**config.mk**
```make
export PLATFORM = sky130hd
export DESIGN_NAME = piso_serializer
export DESIGN_NICKNAME = d
export VERILOG_FILES = /design/src/rtl/piso_serializer.sv
export SDC_FILE = /design/constraint.sdc
export NUM_CORES = 1
export LEC_CHECK = 0
export BUFFER_PORTS_ARGS = -buffer_cell sky130_fd_sc_hd__buf_2
export CAP_MARGIN = 20
export CORE_UTILIZATION = 25
export DETAILED_ROUTE_END_ITERATION = 7
export PLACE_DENSITY_LB_ADDON = 0.08
export REMOVE_ABC_BUFFERS = 1
export SETUP_SLACK_MARGIN = 0.4
export SYNTH_ARGS = -nofsm -noshare
export SYNTH_HDL_FRONTEND = slang
export SYNTH_SLANG_ARGS = --single-unit
```
**constraint.sdc**
```tcl
create_clock -name clk -period 2.7 [get_ports clk]
set_clock_uncertainty 0.05 [all_clocks]
set_input_delay 0.54 -clock clk [delete_from_list [all_inputs] [get_ports clk]]
set_output_delay 0.54 -clock clk [all_outputs]
set_load 0.03 [all_outputs]
```
**src/rtl/piso_serializer.sv**
```systemverilog
`default_nettype none
// ============================================================================
//  Module      : piso_serializer
//  Description : Parallel-in / serial-out converter with a one-word holding
//                register and valid/ready handshakes on both sides. Words
//                queued while a word is shifting follow it with no idle gap.
//  Revision    : 1.0 - initial release
// ============================================================================
module piso_serializer #(
   parameter int DATA_WIDTH = 16,
   parameter bit MSB_FIRST  = 1'b1
) (
   input  logic                  clk,
   input  logic                  clear,
   input  logic [DATA_WIDTH-1:0] data_in,
   input  logic                  load,
   output logic                  ready,
   output logic                  ser_out,
   output logic                  ser_valid,
   input  logic                  ser_ready,
   output logic                  ser_last,
   output logic                  busy
);

   localparam int CW = $clog2(DATA_WIDTH);

   localparam logic [0:0]    c_IDLE     = 1'b0;
   localparam logic [0:0]    c_SHIFT    = 1'b1;
   localparam logic [CW-1:0] c_CNT_LAST = CW'(DATA_WIDTH - 1);
   localparam logic [CW-1:0] c_CNT_ONE  = CW'(1);

   logic [0:0]            r_state;
   logic [DATA_WIDTH-1:0] r_sr;
   logic [CW-1:0]         r_cnt;
   logic [DATA_WIDTH-1:0] r_hr;
   logic                  r_hf;

   logic                  w_accept;
   logic                  w_beat;
   logic                  w_at_last;
   logic [DATA_WIDTH-1:0] w_sr_shifted;
   logic                  w_sr_head;

   // The output end of the shift register depends on bit order; the shift
   // always moves the next bit toward that end and fills with zero.
   generate
      if (MSB_FIRST) begin : g_msb_first
         assign w_sr_shifted = {r_sr[DATA_WIDTH-2:0], 1'b0};
         assign w_sr_head    = r_sr[DATA_WIDTH-1];
      end else begin : g_lsb_first
         assign w_sr_shifted = {1'b0, r_sr[DATA_WIDTH-1:1]};
         assign w_sr_head    = r_sr[0];
      end
   endgenerate

   // Handshake qualifiers and outputs, all derived from registered state.
   always_comb begin
      ready     = ~r_hf;
      w_accept  = load & ~r_hf;
      w_beat    = (r_state == c_SHIFT) & ser_ready;
      w_at_last = (r_cnt == c_CNT_LAST);
      ser_valid = (r_state == c_SHIFT);
      ser_last  = (r_state == c_SHIFT) & w_at_last;
      ser_out   = w_sr_head;
      busy      = (r_state == c_SHIFT) | r_hf;
   end

   // State machine, shift register, bit counter and holding register.
   // SR is zeroed on entry to IDLE so ser_out reads 0 whenever nothing is
   // being sent.
   always_ff @(posedge clk) begin
      if (clear) begin
         r_state <= c_IDLE;
         r_sr    <= '0;
         r_cnt   <= '0;
         r_hr    <= '0;
         r_hf    <= 1'b0;
      end else begin
         case (r_state)
            c_IDLE: begin
               if (w_accept) begin
                  r_sr    <= data_in;
                  r_cnt   <= '0;
                  r_state <= c_SHIFT;
               end
            end
            c_SHIFT: begin
               if (w_beat && w_at_last) begin
                  // Final beat: queued word first, then a same-cycle word,
                  // otherwise the line goes idle.
                  if (r_hf) begin
                     r_sr  <= r_hr;
                     r_cnt <= '0;
                     r_hr  <= '0;
                     r_hf  <= 1'b0;
                  end else if (w_accept) begin
                     r_sr  <= data_in;
                     r_cnt <= '0;
                  end else begin
                     r_sr    <= '0;
                     r_cnt   <= '0;
                     r_state <= c_IDLE;
                  end
               end else begin
                  if (w_beat) begin
                     r_sr  <= w_sr_shifted;
                     r_cnt <= r_cnt + c_CNT_ONE;
                  end
                  if (w_accept) begin
                     r_hr <= data_in;
                     r_hf <= 1'b1;
                  end
               end
            end
            default: begin
               r_state <= c_IDLE;
            end
         endcase
      end
   end

endmodule
`default_nettype wire

```
==> impl_summary.md <==
Route
The final route contains 1869 vias. After detailed routing, the number of remaining DRC violations is 0. For this run, the detailed router's first-pass iteration total came to 4. Using the TritonRoute via totals, the vias-per-cell ratio works out to between 5 and 6.

The number of design-rule violations left by the first detailed-router iteration is 75. Dividing the detail-routed wire length by the instance count gives around 18 µm. In this run the remaining antenna-violating nets after routing total 0. The post-detailed-routing wire length is 6310 µm.

GRT
The number of global-route vias before repair was between 1500 and 2000. Across every metal layer, demand over resource in global routing totals between 15 and 20%. The maximum number of pins on one net before global-route repair is 23. The initial antenna violation count is 0.

Summed over all layers, the global routing overflow is 0. The global-route wire length before repair is 10500 µm.

Cells and area
The most common cell after layout, fill and taps aside is sky130_fd_sc_hd__dfxtp_1. The non-filler instance count after layout is 351. The library cells used most frequently in the layout, excluding fill and tap cells, are sky130_fd_sc_hd__dfxtp_1, sky130_fd_sc_hd__buf_2, sky130_fd_sc_hd__nand3_1. 0 antenna diodes ended up in the layout.

The area growth from synthesis to layout is 12.0%. The ratio of cells with drive above 1 in the final layout is approximately a fifth. The total number of nets in the final design is 270.

Critical path
Traced cell by cell, the critical path runs through inv_1 > nor2_1 > buf_2. The largest single stage delay on the critical path is 0.68 ns. For this design, the slowest cell found on the critical path is sky130_fd_sc_hd__dfxtp_1. Of all nets on the critical path, the largest fanout is 16. The arrival time at the worst endpoint is between 1 and 1.5 ns. The element type at the critical path start is a flip-flop. The worst setup path is of the flip-flop to primary output kind. At the worst endpoint, the required time is 2.11 ns.

STA classifies the critical path endpoint as a primary output.

Worst hold path
The class of the tightest hold or removal check is flip-flop to flip-flop.

Place
The number of buffer cells added on primary ports is 24. The half-perimeter wire length of the detailed placement result is 3980 µm. After detailed placement, the design holds a cell count of around 340. The last weighted congestion value of the routability-driven placer is 0.724.

CTS
The cts-stage hold buffer count is 0. In this run, CTS created clock tree buffers numbering 5. The setup fix buffers added after clock tree synthesis is 0. The cell sitting at the root of the clock tree is a sky130_fd_sc_hd__clkbuf_8. The count of H-tree levels built during CTS is 2. The number of resized instances in the post-cts repair step is 0. The largest buffer count on any clock path is 2. The tree built by TritonCTS fans out to 38 sinks. Clock-pin slew was measured on the worst setup and hold paths at 0.08 ns. The clock reaches the later pin of the worst-skew pair after 0.29 ns. The clock tree from TritonCTS is done.

STA
Timing would allow up to 499 MHz. For the pin with the worst max-slew slack, the measured transition is 0.630 ns. The total setup violations reported at the end of the flow is 0.

The total count of max-transition violations in the final report was 0. The final worst-path cycle share is approximately 74%. Counting I/O delays and the setup requirement, the final critical path takes 2.00 ns. After routing, the total negative slack on setup checks comes to 0 ns. In this run the tightest slew margin relative to its limit is 57.8%. The number of failing hold endpoints at the final stage is 0. Setup repair after global routing left no endpoint under its margin.

Die
The core area is 7890 µm². During I/O placement, the number of pins put on the boundary was 25. The width of the chip is 93.2 µm. The floorplan step defined a die boundary enclosing 8680 µm². The starting density of the core is approximately a quarter.

The height of the die is 93.2 µm. The placement row count is 32.

Synthesis
After synthesis the netlist holds a flip-flop and latch count of 38. The synthesized netlist contains 36 unique library cells. After technology mapping, the gate count stands at 235.

Dividing the synthesized area by the synthesized cell count gives 8.84 µm². Summing the sequential cell areas from Yosys gives between 30 and 40% of the chip area. The total number of yosys warnings is 0. The cell area that synthesis handed to floorplanning was between 2000 and 2500 µm².

Power
Across the VDD grid, the largest voltage drop is 174 µV. The leakage power figure is 0.812 nW. The power per unit of standard cell area is ~530 nW/µm².

Overall power consumption after layout is estimated at 0.00123 W.

Outcome
The flow ran to the end, and the final reports show no timing, DRC or antenna violations.

Job
The count of max-cap constraint violations is 0.
[registers in the layout, indices dropped and copies added, names as in the netlist]
signal,cells
r_sr,16
r_cnt,4
r_hf,1
ser_valid,1
r_hr,16
[through the flow]
stage               utilization (%)  instance area [µm²]  hold slack [ns]  worst slack [ns]
CTS                            29.5                 2330            0.432             0.679
floorplan                         -                 1930            0.404             0.510
detailed placement             28.5                 2250            0.420             0.754
finish                         29.5                 2330            0.431             0.697
global placement               28.5                 2250            0.412             0.758
global route                   29.5                 2330            0.462             0.522
[critical path: cells and delay by family (launching register included)]
family,cells,cell delay (ns)
and+or+nand+nor,1,0.12
DFF,1,0.68
buffers and inverters,2,0.33
[final timing paths]
| check | startpoint | endpoint | slack [ns] | cells past startpoint |
|---|---|---|---|---|
| max | ser_valid | ser_last | 0.70 | 3 |
| max reg2reg | ser_valid | r_hr[0] | 0.81 | 3 |
| min | r_hr[14] | r_hr[14] | 0.43 | 2 |
| min reg2reg | r_hr[14] | r_hr[14] | 0.43 | 2 |
[synth_stat cells]
library cell	instances	share of area [%]
sky130_fd_sc_hd__nand3b_1	3	1.1
sky130_fd_sc_hd__clkbuf_2	1	0.24
sky130_fd_sc_hd__nand3_1	23	5.5
sky130_fd_sc_hd__o221a_1	9	4.9
sky130_fd_sc_hd__buf_4	1	0.36
sky130_fd_sc_hd__a22o_1	15	6.3
sky130_fd_sc_hd__o221a_2	7	3.8
sky130_fd_sc_hd__nor3_1	1	0.24
sky130_fd_sc_hd__or3_1	1	0.30
sky130_fd_sc_hd__nand2_8	1	0.96
sky130_fd_sc_hd__nor4b_1	15	6.3
sky130_fd_sc_hd__buf_12	1	0.96
sky130_fd_sc_hd__and3_1	1	0.30
sky130_fd_sc_hd__a31oi_1	1	0.30
sky130_fd_sc_hd__a211oi_1	1	0.36
sky130_fd_sc_hd__and4_1	1	0.42
sky130_fd_sc_hd__nand4_1	2	0.60
sky130_fd_sc_hd__and2_1	1	0.30
sky130_fd_sc_hd__and2b_1	1	0.36
sky130_fd_sc_hd__buf_6	2	1.1
sky130_fd_sc_hd__nand2_1	5	0.90
sky130_fd_sc_hd__inv_1	19	3.4
sky130_fd_sc_hd__o21a_1	1	0.36
sky130_fd_sc_hd__o31ai_4	1	1.0
sky130_fd_sc_hd__nor2_1	2	0.36
sky130_fd_sc_hd__or3b_1	1	0.42
sky130_fd_sc_hd__nand2b_1	2	0.60
sky130_fd_sc_hd__clkbuf_1	12	2.2
sky130_fd_sc_hd__ha_1	1	0.60
sky130_fd_sc_hd__buf_2	10	2.4
sky130_fd_sc_hd__nand3_2	1	0.48
sky130_fd_sc_hd__a311oi_1	15	6.3
sky130_fd_sc_hd__and3b_1	1	0.42
sky130_fd_sc_hd__dfxtp_1	38	37
sky130_fd_sc_hd__a21oi_1	21	5.1
sky130_fd_sc_hd__o21ai_0	17	4.1
[cell families after synthesis]
kind of cell,after synthesis,synth area share (%)
AO/OA/AOI/OAI,88,32.5
adder cells (fa/ha/maj),1,0.602
buffers and inverters,46,10.7
flip-flops,38,36.6
AND/OR/NAND/NOR,62,19.6
[layer usage]
| layer | wire, µm | up-vias | global-route usage, % |
|---|---|---|---|
| li1 | - | 930 | - |
| met1 | 2970 | 900 | 20.9 |
| met2 | 3050 | 34 | 26.7 |
| met3 | 238 | 5 | 3.09 |
| met4 | 51 | 0 | 3.85 |
| met5 | 0 | - | 0 |
[report_power, final]
part	leakage, nW	internal, W	switching, W
clock	0.0383	0.000178	0.000203
combinational	0.462	0.0000940	0.000129
sequential	0.312	0.000599	0.0000270
total	0.812	0.000871	0.000359
[cell type report]
cell class                 instances  area, µm²
fill                             869       5560
multi-input combinational        151       1100
sequential                        38        761
timing repair buffer              34        195
tap                              102        128
clock buffer                       7       76.3
inverter                          19       71.3
(Power assumes the default switching activity.)
